### src/rtl/mux_arbiter.sv
// ---------------------------------------------------------------------------
// mux_arbiter
//
// Round-robin arbiter across four requesters, followed by a registered
// data mux. A grantee keeps the grant for at most HOLD consecutive cycles,
// or less if it drops its request. When the grant is released, the next
// requester is granted on the same edge, so no idle cycle is inserted
// between grants. The data path (out/valid) lags gnt/sel by one cycle.
//
// Parameters
//   WIDTH : data width of a, b, c, d and out (default 4)
//   HOLD  : maximum consecutive grant cycles per requester, 1..15 (default 2)
//
// Ports
//   clk   : in  : clock; all state updates on the rising edge
//   rst   : in  : asynchronous active-high reset
//   req   : in  : request bits [3:0] = {d, c, b, a}
//   a..d  : in  : requester data 0..3
//   lock  : in  : hold the current grant (present only with MUX_ARB_LOCK_EN)
//   sel   : out : registered index of the current grantee
//   gnt   : out : registered grant, one-hot or zero
//   out   : out : registered data selected by sel
//   valid : out : out holds granted data
//
// Build option
//   MUX_ARB_LOCK_EN : when defined, adds the lock input. While lock=1 and
//                     the grantee still requests, the hold-count release is
//                     suppressed. Once lock falls, the grantee gets HOLD more
//                     cycles.
// ---------------------------------------------------------------------------
module mux_arbiter #(
    parameter int WIDTH = 4,
    parameter int HOLD  = 2
) (
    input  logic             clk,
    input  logic             rst,
    input  logic [3:0]       req,
    input  logic [WIDTH-1:0] a,
    input  logic [WIDTH-1:0] b,
    input  logic [WIDTH-1:0] c,
    input  logic [WIDTH-1:0] d,
`ifdef MUX_ARB_LOCK_EN
    input  logic             lock,
`endif
    output logic [1:0]       sel,
    output logic [3:0]       gnt,
    output logic [WIDTH-1:0] out,
    output logic             valid
);

    typedef enum logic {
        IDLE  = 1'b0,
        GRANT = 1'b1
    } state_t;

    localparam logic [3:0] HOLD_M1 = 4'(HOLD - 1);

    state_t     state, state_n;
    logic [1:0] ptr, ptr_n;
    logic [3:0] cnt, cnt_n;
    logic [3:0] gnt_n;
    logic [1:0] sel_n;

    logic [1:0] win;
    logic       found;
    logic [1:0] idx;
    logic       lock_hold;
    logic       grant_new;
    logic [WIDTH-1:0] mux_data;

    // Round-robin search. It starts one past the last grantee, so the
    // current grantee is checked last and wins only if nobody else requests.
    always_comb begin
        // NOTE: every variable gets a default before any branch. This keeps
        // the combinational block free of inferred latches.
        win   = 2'd0;
        found = 1'b0;
        idx   = 2'd0;
        for (int i = 1; i <= 4; i++) begin
            idx = ptr + 2'(i);
            if (!found && req[idx]) begin
                win   = idx;
                found = 1'b1;
            end
        end
    end

    always_comb begin
`ifdef MUX_ARB_LOCK_EN
        lock_hold = lock & req[sel];
`else
        lock_hold = 1'b0;
`endif
    end

    // Next-state and next-grant logic.
    always_comb begin
        state_n   = state;
        gnt_n     = gnt;
        sel_n     = sel;
        ptr_n     = ptr;
        cnt_n     = cnt;
        grant_new = 1'b0;

        case (state)
            IDLE: begin
                if (|req) grant_new = 1'b1;
                else      gnt_n     = 4'b0000;
            end
            GRANT: begin
                if (lock_hold) begin
                    // Keep the counter primed, so that the grantee gets a
                    // full HOLD cycles after lock falls.
                    cnt_n = HOLD_M1;
                end else if (cnt == 4'd0 || !req[sel]) begin
                    if (|req) begin
                        grant_new = 1'b1;
                    end else begin
                        state_n = IDLE;
                        gnt_n   = 4'b0000;
                    end
                end else begin
                    cnt_n = cnt - 4'd1;
                end
            end
            default: begin
                state_n = IDLE;
                gnt_n   = 4'b0000;
            end
        endcase

        if (grant_new) begin
            state_n = GRANT;
            gnt_n   = 4'b0001 << win;
            sel_n   = win;
            ptr_n   = win;
            cnt_n   = HOLD_M1;
        end
    end

    // NOTE: sequential state uses non-blocking assignments only. All
    // registers then update together at the edge, whatever the order of
    // the processes.
    always_ff @(posedge clk or posedge rst) begin
        if (rst) begin
            state <= IDLE;
            gnt   <= 4'b0000;
            sel   <= 2'd0;
            cnt   <= 4'd0;
            ptr   <= 2'd3;  // requester 0 is searched first after reset
        end else begin
            state <= state_n;
            gnt   <= gnt_n;
            sel   <= sel_n;
            cnt   <= cnt_n;
            ptr   <= ptr_n;
        end
    end

    always_comb begin
        case (sel)
            2'd0:    mux_data = a;
            2'd1:    mux_data = b;
            2'd2:    mux_data = c;
            default: mux_data = d;
        endcase
    end

    // The data stage follows gnt/sel one cycle later. When there is no
    // grant, out keeps its last value.
    always_ff @(posedge clk or posedge rst) begin
        if (rst) begin
            out   <= '0;
            valid <= 1'b0;
        end else begin
            if (gnt != 4'b0000) out <= mux_data;
            valid <= |gnt;
        end
    end

endmodule
### config.mk
export PLATFORM = sky130hd
export DESIGN_NAME = mux_arbiter
export DESIGN_NICKNAME = d
export VERILOG_FILES = /design/src/rtl/mux_arbiter.sv
export SDC_FILE = /design/constraint.sdc
export NUM_CORES = 1
export LEC_CHECK = 0
export BUFFER_PORTS_ARGS = -buffer_cell sky130_fd_sc_hd__buf_2
export CORE_UTILIZATION = 45
export CTS_CLUSTER_DIAMETER = 60
export DETAILED_ROUTE_END_ITERATION = 16
export PLACE_DENSITY_LB_ADDON = 0.3
export SETUP_SLACK_MARGIN = 0.3
export SLEW_MARGIN = 20
export SYNTH_ARGS = -nofsm -noshare
export SYNTH_HDL_FRONTEND = slang
export SYNTH_SLANG_ARGS = --single-unit
### constraint.sdc
create_clock -name clk -period 2.7 [get_ports clk]
set_clock_uncertainty 0.1 [all_clocks]
set_input_delay 0.54 -clock clk [delete_from_list [all_inputs] [get_ports clk]]
set_output_delay 0.54 -clock clk [all_outputs]
set_load 0.05 [all_outputs]
# ---- Yosys cells after proc, flatten, opt, wreduce, memory -nomap -nowiden
# Cells that the tools add are included.
dict set report totals {
  regBits 18
  inputBits 22
  out_inout_bits 11
  wordCells 68
}
dict set report op_classes {
  add_sub_neg 4
  order_cmp 5
  n_eq_ne 4
  shift 1
  muxes 31
  n_bitwise 1
  n_reduce_logical 15
}
# operator n
set op_table {}
lappend op_table {{4-bit two-way mux} 6}
lappend op_table {{2-bit by 3-bit less-than comparator with 1-bit output, second input constant} 5}
lappend op_table {{1-bit two-way mux} 13}
lappend op_table {{4-bit one-hot mux with 3 select lines} 1}
lappend op_table {{1-bit binary-select mux with 2-bit select} 5}
lappend op_table {{2-bit two-way mux} 4}
lappend op_table {{4-bit one-hot mux with 2 select lines} 1}
lappend op_table {{4-bit OR reduction} 2}
lappend op_table {{2-bit adder, second input constant} 2}
lappend op_table {{1-bit zero test} 4}
lappend op_table {{4-bit zero test} 1}
lappend op_table {{4-bit nonzero test} 1}
lappend op_table {{1-bit by 2-bit left shift with 4-bit output, first input constant} 1}
lappend op_table {{4-bit by 1-bit subtractor with 4-bit output, second input constant} 1}
lappend op_table {{1-bit logical AND} 3}
lappend op_table {{3-bit by 1-bit inequality test with 1-bit output, second input constant} 1}
lappend op_table {{2-bit by 1-bit adder with 2-bit output, second input constant} 1}
lappend op_table {{2-bit by 1-bit == test with 1-bit output, second input constant} 1}
lappend op_table {{2-bit == test, second input constant} 1}
lappend op_table {{2-bit zero test} 1}
lappend op_table {{2-bit inequality test, second input constant} 1}
lappend op_table {{1-bit one-hot mux with 2 select lines} 1}
lappend op_table {{2-bit AND reduction} 1}
lappend op_table {{2-bit nonzero test} 1}
lappend op_table {{other kinds (2)} 2}

# ---- Logic depth before layout (Yosys ltp)
# Gate-level depths: netlist (run 1).
dict set report depth {
  word_depth 15
  depth_mapped 7
  mapped_depth_nobuf 6
}

# ---- Worst setup path before layout (run 1)
# OpenSTA, ideal clock, no wires.
dict set report synth_path {
  path_kind {reg2reg}
  from {reg sel[0]}
  to {reg sel[1]}
  setup_time_ns 0.125
  arrival_time_ns 2.061
  required_time_ns 2.475
  setup_slack_ns 0.414
  path_stages_with_launch 6
  n_path_buf 1
  synth_period_minus_slack_ns 2.286
  cell_sequence {dfrtp_1 > buf_6 > mux4_2 > and3b_4 > nor2_1 > mux2_2}
}
dict set report synth_via {
  elab_chain_cells 6
}
# item line_no
set synth_rtl {}
lappend synth_rtl {{from (decl)} 45} ;# output logic [1:0] sel,
lappend synth_rtl {{from (signal assigned)} 154} ;# sel <= sel_n;
lappend synth_rtl {{1-bit binary-select mux with 2-bit select} 115} ;# end else if (cnt == 4'd0 || !req[sel]) begin
lappend synth_rtl {{1-bit two-way mux (implied by the code)} 115}
lappend synth_rtl {{1-bit zero test} 115}
lappend synth_rtl {{1-bit logical OR} 115}
lappend synth_rtl {{1-bit two-way mux} 115}
lappend synth_rtl {{1-bit one-hot mux with 2 select lines} 105} ;# case (state)
# No other way between the ends. The select of a mux whose other input is x is not followed.
# A chain may end at the register's enable or synchronous reset.

# ---- Final worst setup path (run 1)
# Ends and elaborated chain as after synthesis.

==> metrics.md, run 1 <==
| Metric | Value |
|---|---|
| Reg area | `453 um^2` |
| Clock Pin Slew Worst Setup and Hold Paths | `0.11 ns` |
| Initial antenna violation count | `0` |
| GRT Residual Overflow | `0` |
| Sw Ratio | `0.466` |
| Worst setup SP type | `flop` |
| Most frequent cell after synthesis | `dfrtp_1` |
| Final worst slack | `0.523 ns` |
| EDFF count, synth | `0` |
| Worst Hold Slack | `0.203 ns` |
| Global-route usage over all layers | `0.192` |
| Yosys Warn Count | `0` |
| CP arrival | `2.27 ns` |
| Worst R2R Setup Slack | `0.52 ns` |
| Comb power frac | `0.556` |
| Syn Nets | `104` |
| Fin crit share | `0.806` |
| Compound-Gate Fraction of Synth Area | `0.126` |
| Critical Path Sink Type | `flop` |
| Required time worst endpoint | `2.80 ns` |
| Cell count after synthesis | `80` |
| Hold WC Path Type | `in2async` |
| Hold_buf cts | `0` |
| Total negative slack | `0 ns` |
| First-pass GRT wire length | `3360 um` |
| FF-to-FF path depth | `4` |
| Mapped cell area | `971 um^2` |
| Vias/cell | `5.41` |
| Routed wire length per instance | `14.2 um` |
| GP Congestion | `0.830` |
| Main synth FF type | `dfrtp_1` |
| Core area | `2000 um^2` |
| Clock Latency Late Sink | `0.30 ns` |
| Setup CP Type | `reg2reg` |
| Largest net degree at the start of global routing | `19` |
| CTS Buf Count | `3` |
| Final Power | `1520 uW` |
| Starting Density | `0.485` |
| Final WL | `2030 um` |
| DRC errors left | `0` |
| PortBufs | `32` |
| Pins Over Slew Limit | `0` |
| R2R Path End | `sel[1]` |
| Detail Route Antenna Nets | `0` |
| H-tree Lvls | `1` |
| XOR/XNOR Fraction of Synth Area | `0.00902` |
| Outcome | `complete, no violations` |
| Sequential share of the synthesized area | `0.466` |
| Sink Count | `18` |
| Ys async rst share | `1.00` |
| Worst Max-Slew Pin Slew | `0.635 ns` |
| Largest cells by area after synthesis | `dfrtp_1, mux4_1, mux2_2` |
| Area of the multi-input gates | `477 um^2` |
| Synth area leader | `dfrtp_1` |
| Horiz. Die Dim | `48.5 um` |
| Vias in the first global route | `717` |
| Fillers | `180` |
| Post-cts resize count | `0` |
| Peak supply drop | `628 uV` |
| CP max FO | `12` |
| Commonest cells post-synth | `dfrtp_1, a21oi_1, mux2_2` |
| Setup Buffers After CTS | `0` |
| Largest family of logic cells by synthesized area | `multiplexers` |
| Root Buffer | `clkbuf_4` |
| Sequential share of power | `0.333` |
| Final setup violation count | `0` |
| Post-synth cell types | `31` |
| I/O Pins | `33` |
| Synth Register Bits | `18` |
| Worst slew margin | `0.576` |
| Die Ht | `48.5 um` |
| Area delta synth->final | `22.9%` |
| Placement Rows | `16` |
| DR vias | `773` |
| Fmax | `0.459 GHz` |
| Ant. Diodes | `0` |
| Switching power | `709 uW` |
| Synth Area in Adders | `0.0258` |
| Setup WS pre-CTS | `0.468 ns` |
| Post-layout util | `0.596` |
| HPWL Detailed | `1600 um` |
| DR iter-0 viols | `21` |
| RSZ-0062 raised after global routing | `false` |
| Max_cap viols | `0` |
| First-pass DRT Iterations | `4` |
| TritonCTS clock tree | `done` |
| Synth Area in Simple Gates | `0.129` |
| Number of nets in the layout | `141` |
| Critical R2R Launch | `sel[0]` |
| CTS Buffer Depth | `2` |
| Internal cell power | `812 uW` |
| Syn avg cell area | `12.1 um^2` |
| Lkg Pwr | `0.000557 uW` |
| Mux contribution to synthesized area | `0.201` |
| Final Hold Vio Count | `0` |
| Pwr Density | `1270 nW/um^2` |
| Clock Power Share | `0.111` |
| Die area | `2350 um^2` |
| Min Tclk post-route | `2.18 ns` |
| Layout cell share with drive strength beyond 1 | `0.431` |
| Synth top area share | `0.412` |
## worst max-delay path, stage by stage (launching register included)
cell and delay [ns]:
dfrtp_1 0.55, mux4_2 0.56, and3b_4 0.23, nor2_1 0.25, mux2_2 0.37
## per-stage QoR
step | instances | instance area, um^2
after floorplan | 80 | 971
after global placement | 139 | 1160
after detailed placement | 139 | 1160
after CTS | 143 | 1190
after global routing | 143 | 1190
final | 143 | 1190
## worst max-delay path by stage
stage	slack, ns	from	endpoint
after global routing	0.40	sel[0]	sel[1]
after detailed placement	0.47	req[3]	sel[1]
final	0.52	sel[0]	sel[1]
after CTS	0.52	sel[0]	sel[1]
after floorplan	0.41	sel[0]	sel[1]
after global placement	0.51	req[3]	sel[1]
## metal layers
metal	GRT usage	vias to the layer above	share of wire
met5	0	-	0
met4	0.0588	0	0.0064
met3	0.0503	2	0.061
met2	0.315	30	0.48
met1	0.249	362	0.46
li1	-	379	-
## flip-flops by register name, indices dropped and copies added, names as in the netlist
name	count
out	4
sel	2
ptr	2
state	1
cnt	4
valid	1
gnt	4
## power groups by stage
stage               sequential [uW]  clock, uW  combinational [uW]
floorplan                       740          0                 448
global placement                508          0                 829
detailed placement              511          0                 854
CTS                             506        174                 853
global route                    523        187                 909
finish                          507        168                 846
## cells by family after synthesis
family / Yosys count
DFF: 18
AOI/OAI and AO/OA: 19
muxes: 11
adders and majority gates: 2
buffers and inverters: 7
xor gates and xnor gates: 1
and+or+nand+nor: 22
## layout make-up
class	count	share of cell area
Clock buffer	4	0.0304
Tap cell	27	0.0283
Sequential cell	18	0.379
Inverter	5	0.0157
Timing Repair Buffer	34	0.147
Multi-Input combinational cell	55	0.399
## cells in the final DEF, fill, tap and decap left out, drive strengths merged, types with 2 or more instances in the layout
cell type   n
buf        34
dfrtp      16
mux2        6
a21oi       6
nand2       5
inv         5
mux4        5
o21ai       4
clkbuf      4
nor2        3
nor2b       2
nand2b      2
nor4        2
o41ai       2
o31ai       2
ha          2
dfstp       2
No activity file was read; power rests on OpenSTA's default activity.
==> run 2, diff against run 1 <==
--- a/config.mk
+++ b/config.mk
@@ -5,6 +5,7 @@
 export SDC_FILE = /design/constraint.sdc
 export NUM_CORES = 1
 export LEC_CHECK = 0
+export ABC_AREA = 1
 export BUFFER_PORTS_ARGS = -buffer_cell sky130_fd_sc_hd__buf_2
 export CORE_UTILIZATION = 45
 export CTS_CLUSTER_DIAMETER = 60
==> constraint.sdc (replaced) <==
create_clock -name clk -period 2.27 [get_ports clk]
set_clock_uncertainty 0.1 [all_clocks]
set_input_delay 0.454 -clock clk [delete_from_list [all_inputs] [get_ports clk]]
set_output_delay 0.454 -clock clk [all_outputs]
set_load 0.05 [all_outputs]
==> run 2 against run 1 <==
  * Global-route usage rose by 1.8 points
  * Clock power rose by 15%
  * Highest routed layer unchanged
  * Utilization fell by 3.0 points
  * Wire length rose by 28%
  * Worst setup slack got worse by 0.0093 ns
==> metrics.md, run 2 <==
| Metric | Value |
|---|---|
| Met3 Use GR | `0.0259 (-0.0245)` |
| Most frequent cell after synthesis | `nand2_1` |
| Sink Count | `18 (unchanged)` |
| Area delta synth->final | `18.7%` |
| First-pass GRT wire length | `4270 um (+27%)` |
| H-tree Lvls | `1 (unchanged)` |
| Synth area leader | `dfrtp_1` |
| Placed insts | `218 (+57%)` |
| Biggest regs | `cnt x4, gnt x4, out x4` |
| Routed wire length per instance | `11.6 um (-18%)` |
| Worst Max-Slew Pin Slew | `0.811 ns (+0.176 ns)` |
| Required time worst endpoint | `2.36 ns (-0.44 ns)` |
| Die area | `2840 um^2 (+21%)` |
| Max_cap viols | `0 (unchanged)` |
| Cell count after synthesis | `160 (+100%)` |
| PortBufs | `32 (unchanged)` |
| Sw Ratio | `0.556 (+0.0897)` |
| Yosys Warn Count | `0 (unchanged)` |
| Final Hold Vio Count | `0 (unchanged)` |
| Critical Path Sink Type | `flop` |
| Switching power | `1310 uW (+84%)` |
| Critical path's largest stage delay | `0.57 ns (about the same)` |
| Layout cell share with drive strength beyond 1 | `0.320 (-0.111)` |
| Outcome | `complete, no violations` |
| Most common cell after layout, fill and taps aside | `nand2_1` |
| Detail Route Antenna Nets | `0 (unchanged)` |
| Final WL | `2600 um (+28%)` |
| Largest net degree at the start of global routing | `19 (unchanged)` |
| Worst path slowest cell | `dfstp_2` |
| Post-layout util | `0.567 (-0.0296)` |
| Non-filler cells, final | `224 (+57%)` |
| Total negative slack | `0 ns (unchanged)` |
| Die Ht | `53.3 um (+9.9%)` |
| DR vias | `1145 (+48%)` |
| Worst slew margin | `0.455 (-0.122)` |
| Ant. Diodes | `0 (unchanged)` |
| Number of nets in the layout | `219 (+55%)` |
| RSZ-0062 raised after global routing | `false` |
| Syn avg cell area | `7.39 um^2 (-39%)` |
| TritonCTS clock tree | `done` |
| Peak supply drop | `895 uV (+43%)` |
| Worst setup SP type | `flop` |
| Post-synth cell types | `32 (+3.2%)` |
| Hold_buf cts | `0 (unchanged)` |
| Synth Register Bits | `18 (unchanged)` |
| Ys async rst share | `1.00 (unchanged)` |
| DRC errors left | `0 (unchanged)` |
| EDFF count, synth | `0 (unchanged)` |
| Clock Latency Late Sink | `0.29 ns (about the same)` |
| Fin crit share | `0.774 (-0.0326)` |
| Synth top area share | `0.339 (-0.0737)` |
| Global-route usage over all layers | `0.209 (+0.0177)` |
| Sequential share of power | `0.261 (-0.072)` |
| Starting Density | `0.477 (-0.00773)` |
| Min Tclk post-route | `1.76 ns (-0.421 ns)` |
| Final Power | `2350 uW (+55%)` |
| Most Crowded Layer GR | `met2` |
| I/O Pins | `33 (unchanged)` |
| Placement Rows | `18 (+2)` |
| CP arrival | `1.84 ns (-0.43 ns)` |
| GRT Residual Overflow | `0 (unchanged)` |
| Horiz. Die Dim | `53.3 um (+9.9%)` |
| Commonest cells post-synth | `nand2_1, dfrtp_1, nand3_1` |
| Final setup violation count | `0 (unchanged)` |
| Met2 usage | `0.367 (+0.0521)` |
| Worst R2R Setup Slack | `0.51 ns (about the same)` |
| Reg area | `453 um^2 (unchanged)` |
| GP Congestion | `0.785 (-5.5%)` |
| Fillers | `235 (+31%)` |
| DR iter-0 viols | `28 (+33%)` |
| CP max FO | `8 (-4)` |
| CTS Buffer Depth | `2 (unchanged)` |
| HPWL Detailed | `2040 um (+28%)` |
| Met1 Usage GRT | `0.258 (+0.00812)` |
| Sequential share of the synthesized area | `0.383 (-0.0834)` |
| Vias in the first global route | `1013 (+41%)` |
| Clock Power Share | `0.082 (-0.029)` |
| Setup CP Type | `reg2reg` |
| Lkg Pwr | `0.000759 uW (+36%)` |
| Crit-path cells | `inv_1 -> nand2_1 -> nand2_1 -> nand2_1 -> nand2_2 -> nor2_4 -> nand2_1 -> nand2_1 -> nand2_1 -> nand3_1 -> nand2_1` |
| First-pass DRT Iterations | `5 (+1)` |
| Pwr Density | `1680 nW/um^2 (+32%)` |
| Root Buffer | `clkbuf_4` |
| Fmax | `0.569 GHz (+24%)` |
| Syn Nets | `184 (+77%)` |
| Clock Pin Slew Worst Setup and Hold Paths | `0.10 ns (about the same)` |
| Comb power frac | `0.657 (+0.101)` |
| Core area | `2480 um^2 (+24%)` |
| Most frequent CP cell | `nand2_1` |
| Commonest cells after routing, fill and taps aside | `nand2_1, buf_2, dfrtp_1, nand3_1, inv_1` |
| Main synth FF type | `dfrtp_1` |
| Hold WC Path Type | `in2async` |
| Vias/cell | `5.11 (-5.4%)` |
| Area of the multi-input gates | `631 um^2 (+32%)` |
| Internal cell power | `1050 uW (+29%)` |
| Initial antenna violation count | `0 (unchanged)` |
| CTS Buf Count | `3 (unchanged)` |
| Pins Over Slew Limit | `0 (unchanged)` |
| Mapped cell area | `1180 um^2 (+22%)` |
| Largest cells by area after synthesis | `dfrtp_1, nand2_1, nand3_1` |
run 2: path summary, 6_finish.rpt:
kind,from,end,cells after the start
worst max-delay path,ptr[0],gnt[3],11
worst min-delay path,rst,valid,2
worst max register to register,ptr[0],gnt[3],11
worst min register to register,out[2],out[2],2
max in group asynchronous,rst,cnt[0],2
min in group clk,d[3],out[3],3
run 2: cell families after synthesis:
group / after synthesis / synth area share
AOI/OAI and AO/OA: 23 / 0.122
DFF: 18 / 0.383
and+or+nand+nor: 94 / 0.384
buffers and inverters: 23 / 0.0899
adders and majority gates: 2 / 0.0212
run 2: power groups by stage:
stage	registers (uW)	logic, uW	clock network, uW
6_report	615	1550	193
5_1_grt	635	1720	211
4_1_cts	632	1480	199
3_5_place_dp	640	1480	0
3_3_place_gp	626	1450	0
2_1_floorplan	858	1000	0
run 2: metrics by stage:
stage	instance area, um^2	worst slack (ns)	hold WS (ns)
4_1_cts	1380	0.392	0.159
6_report	1400	0.514	0.136
2_1_floorplan	1180	0.511	0.291
3_5_place_dp	1350	0.404	0.376
3_3_place_gp	1350	0.448	0.363
5_1_grt	1400	0.344	0.204
run 2: what timing repair did:
item	in CTS	in global routing
endpoints found under the setup margin	0	10
resized for setup	0	2
buffers inserted	0	2
run 2: layout make-up:
class,count,share of cell area
flip-flops and latches,18,0.323
clock buffers,4,0.0258
inverters,19,0.0508
multi-input cells,119,0.449
well taps,30,0.0267
repair buffers,34,0.125
run 2: worst max-delay path, delay by kind of cell (launching register included):
family | cells | cell delay [ns]
buffers and inverters | 1 | 0.12
AND/OR/NAND/NOR | 10 | 0.88
flip-flops | 1 | 0.57
run 2: per-layer routing:
metal | up-vias | routed length (um) | part of all wire
met5 | - | 0 | 0
li1 | 588 | - | -
met1 | 538 | 1220 | 0.47
met3 | 2 | 47 | 0.018
met4 | 0 | 28 | 0.011
met2 | 17 | 1310 | 0.50
